## config.mk

```make
export PLATFORM = sky130hd
export DESIGN_NAME = mem_arbiter
export DESIGN_NICKNAME = d
export VERILOG_FILES = /design/src/rtl/mem_arbiter.sv
export SDC_FILE = /design/constraint.sdc
export NUM_CORES = 1
export LEC_CHECK = 0
export CAP_MARGIN = 20
export CORE_AREA = 2 2 107 109
export DETAILED_ROUTE_END_ITERATION = 7
export DIE_AREA = 0 0 109 111
export GPL_TIMING_DRIVEN = 0
export PLACE_DENSITY = 0.62
export SETUP_SLACK_MARGIN = 0.05
export SLEW_MARGIN = 0
export SYNTH_ARGS = -nofsm -noshare
export SYNTH_HDL_FRONTEND = slang
export SYNTH_SLANG_ARGS = --single-unit
```

## constraint.sdc

```tcl
create_clock -name clk -period 4.1 [get_ports clk]
set_input_delay 0.82 -clock clk [delete_from_list [all_inputs] [get_ports clk]]
set_output_delay 0.82 -clock clk [all_outputs]
set_load 0.1 [all_outputs]
```

## src/rtl/mem_arbiter.sv

```systemverilog
// Arbitrates instruction-fetch and data ports onto one single-ported SRAM.
// Grants are combinational; read data returns one cycle after the grant, and writes get no response.
module mem_arbiter #(
  parameter int STARVE_LIMIT = 4
) (
  input  logic        clk,
  input  logic        rst,
  input  logic        i_req,
  input  logic [31:0] i_addr,
  output logic        i_gnt,
  output logic        i_rvalid,
  output logic [31:0] i_rdata,
  input  logic        d_req,
  input  logic [3:0]  d_wen,
  input  logic [31:0] d_addr,
  input  logic [31:0] d_wdata,
  output logic        d_gnt,
  output logic        d_rvalid,
  output logic [31:0] d_rdata,
  output logic        sram_en,
  output logic [3:0]  sram_wen,
  output logic [31:0] sram_addr,
  output logic [31:0] sram_wdata,
  input  logic [31:0] sram_rdata
);

  typedef enum logic [1:0] {
    IDLE   = 2'd0,
    RESP_I = 2'd1,
    RESP_D = 2'd2
  } state_t;

  localparam logic [3:0] LIMIT = 4'(STARVE_LIMIT);

  state_t     state_q, state_d;
  logic [3:0] starve_cnt_q, starve_cnt_d;
  logic       i_win;

  always_ff @(posedge clk or posedge rst) begin
    if (rst) begin
      state_q      <= IDLE;
      starve_cnt_q <= 4'd0;
    end else begin
      state_q      <= state_d;
      starve_cnt_q <= starve_cnt_d;
    end
  end

  always_comb begin
    state_d      = IDLE;
    starve_cnt_d = starve_cnt_q;
    i_gnt        = 1'b0;
    d_gnt        = 1'b0;
    sram_en      = 1'b0;
    sram_wen     = 4'd0;
    sram_addr    = 32'd0;
    sram_wdata   = 32'd0;

    // Data normally wins a contested cycle; fetch forced through once starved.
    i_win = i_req && (!d_req || (starve_cnt_q == LIMIT));
    if (!rst) begin
      i_gnt = i_win;
      d_gnt = d_req && !i_win;
    end

    if (i_gnt) begin
      sram_en   = 1'b1;
      sram_addr = i_addr;
      state_d   = RESP_I;
    end else if (d_gnt) begin
      sram_en    = 1'b1;
      sram_wen   = d_wen;
      sram_addr  = d_addr;
      sram_wdata = d_wdata;
      state_d    = (d_wen == 4'd0) ? RESP_D : IDLE;
    end

    if (i_gnt || !i_req) begin
      starve_cnt_d = 4'd0;
    end else if (d_gnt && (starve_cnt_q != LIMIT)) begin
      starve_cnt_d = starve_cnt_q + 4'd1;
    end
  end

  assign i_rvalid = (state_q == RESP_I);
  assign d_rvalid = (state_q == RESP_D);
  assign i_rdata  = i_rvalid ? sram_rdata : 32'd0;
  assign d_rdata  = d_rvalid ? sram_rdata : 32'd0;

endmodule

```

==> impl_metrics.toml <==
[die]
start_util = 0.126
die_w_um = 109
die_h_um = 111
coreArea_um2 = 11100
io_pins = 273
dieArea_um2 = 12100
placementRows = 39

[routing]
vias = 2411
remaining_drc_errors = 0
route.final.wire_length_um = 8830
routedWlPerCell_um = 14.6
drt_pass1_iterations = 4
ant_nets = 0
drt_iter0_drc = 72
drt-vias-per-instance = 4.00

[layout]
drive_gt1_frac = 0.215
n_fill_cell = 1182
ff_latch_area_um2 = 150
multiInputGateArea_um2 = 1120
area_growth_pct = 191
layout_commonest_cell = "clkdlybuf4s50_1"
fin_util = 0.367
final_area_um2 = 4060
final_cell_mix = "clkdlybuf4s50_1 (200), and2_1 (101), clkbuf_2 (63)"
diodes = 0
layout.nets = 600

[synth]
synth_seq_area_share = 0.108
netlist_area_um2 = 1400
syn_inst = 186
synth_cell_type_count = 25
yosys-top-cells-area = "and2_1 (45%), a22o_1 (13%), dfrtp_1 (11%), a22o_2 (8.6%), buf_6 (3.2%)"
avgSynthCellArea_um2 = 7.50
synth_top_family_by_area = "simple AND/OR/NAND/NOR gates"
synthAdderAreaFrac = 0.0179
synth_mux_area_frac = 0
yosys.area_share.simple = 0.535
synth-xor-area-share = 0
yosysWarnings = 0
syn_nets = 324
synth_seq_cells = 6
synth_top_cell_by_area = "and2_1"
synth_compound_area_frac = 0.252
synth_top_cell_area_share = 0.453

[sta]
finalHoldViolCount = 0
maxSlewViolCount = 0
slew_headroom = 0.328
worst_clock_skew_ns = 0.00186
max_freq_mhz = 256
period_needed_ns = 3.90
worst_pin_slew_ns = 1.00
final-setup-viol-count = 0
rsz0062_at_grt = "no"
min_period_over_period = 0.952

[grt]
grt_pass1_wl_um = 12600
grt_pass1_vias = 2317
grtUsageTotal = 0.134
grt_start_max_net_pins = 12
overflow = 0
antenna_found_initial = 0

[placement]
place_congestion = 0.783
port_buffers = 271
placedInstanceArea_um2 = 4290
hpwl_um = 7940

[clock_tree]
cts_made_buffers = 3
htree_levels = 1
cts.clk_slew.worst_paths_ns = 0.03
cts_buffer_depth = 2
clk_latency_ns = 0.23
cts_root_buffer = "clkbuf_16"
cts_tree = "done"
cts.sinks = 6

[critical_path]
end_kind = "output port"
worstPathRequired_ns = 3.28
crit_arrival_ns = 3.08
critPathLaunchType = "primary input"
worstSetupPathType = "primary input to output port"
cp_max_fo = 10

[power]
leakage_nw = 1.76
power_density_nw_per_um2 = 202
ir_drop_uv = 91.1

[outcome]
status = "finished clean"

[min_path]
hold_class = "primary input to asynchronous set/reset pin"

[job]
maxCapViolCount = 0
==> cell usage after synthesis <==
| cell | number |
|---|---|
| a31oi_1 | 1 |
| nand2b_1 | 1 |
| a21oi_1 | 4 |
| nand4_1 | 2 |
| or2_2 | 1 |
| clkbuf_1 | 6 |
| dfrtp_1 | 6 |
| o21ba_1 | 1 |
| or4_1 | 1 |
| nand2_1 | 3 |
| nand3_1 | 2 |
| a211oi_4 | 1 |
| nor2b_1 | 2 |
| ha_1 | 2 |
| buf_2 | 6 |
| nand3b_4 | 1 |
| buf_6 | 4 |
| nand4b_1 | 1 |
| a22o_1 | 20 |
| and2_1 | 101 |
| inv_1 | 4 |
| a22o_2 | 12 |
| clkbuf_2 | 2 |
| nor4_1 | 1 |
| and4bb_2 | 1 |
==> layer usage <==
layer | share of wire | GRT usage
met5 | 0 | 0
met4 | 0.014 | 0.0282
met1 | 0.34 | 0.136
met3 | 0.12 | 0.0341
met2 | 0.53 | 0.264
==> worst paths after layout <==
kind	from	to	slack (ns)	depth (start not counted)
max in group asynchronous	rst	state_q[0]	3.34	2
hold / removal	rst	starve_cnt_q[0]	0.54	2
hold reg to reg	starve_cnt_q[0]	starve_cnt_q[0]	0.58	2
min in group clk	starve_cnt_q[0]	starve_cnt_q[0]	0.58	2
setup / recovery	d_req	d_gnt	0.20	6
setup reg to reg	starve_cnt_q[0]	state_q[1]	2.42	7
==> registers in the layout (all words and copies together), names as in the netlist <==
register,count
starve_cnt_q,4
state_q,2
==> layout make-up <==
cell class	count	area share
repair buffers	271	0.594
multi-input cells	158	0.276
well taps	143	0.0441
flip-flops and latches	6	0.0370
plain buffers	18	0.0265
clock buffers	3	0.0185
inverters	4	0.00370
==> critical path, cell delays in order <==
cell	delay (ns)
clkdlybuf4s50_1	0.64
nand2b_1	0.10
o21ba_1	0.21
buf_2	0.18
buf_2	0.22
dlygate4sd2_1	0.90
==> repair_timing <==
item	in CTS	in global routing
gates resized for setup	96	111
endpoints found under the hold margin	0	0
cloned	0	0
hold buffers	0	0
setup endpoints to repair	71	61
buffers inserted	0	0
==> metrics by stage <==
stage	std cells	power, mW	TNS, ns	setup WS (ns)	hold slack [ns]
final	603	0.819	0	0.196	0.545
after detailed placement	600	0.695	-14.53	-0.309	0.578
after CTS	603	0.833	0	0.0518	0.550
after global placement	600	0.693	-14.35	-0.314	0.553
after floorplan	186	0.459	0	0.575	0.535
after global routing	603	0.847	0	0.0718	0.570
==> cells by family (layout without fill, tap and decap cells) <==
| logic type | count (synthesis) | after routing |
|---|---|---|
| compound gates | 39 | 39 |
| fa+ha+maj | 2 | 2 |
| buf+inv | 22 | 296 |
| flops | 6 | 6 |
| simple gates | 117 | 117 |
==> where the power goes <==
part,switching [mW],internal (mW),leakage (nW)
clock,0.0329,0.125,0.0370
combinational,0.411,0.188,1.64
sequential,0.000997,0.0608,0.0826
total,0.445,0.374,1.76
(Power assumes the default switching activity.)
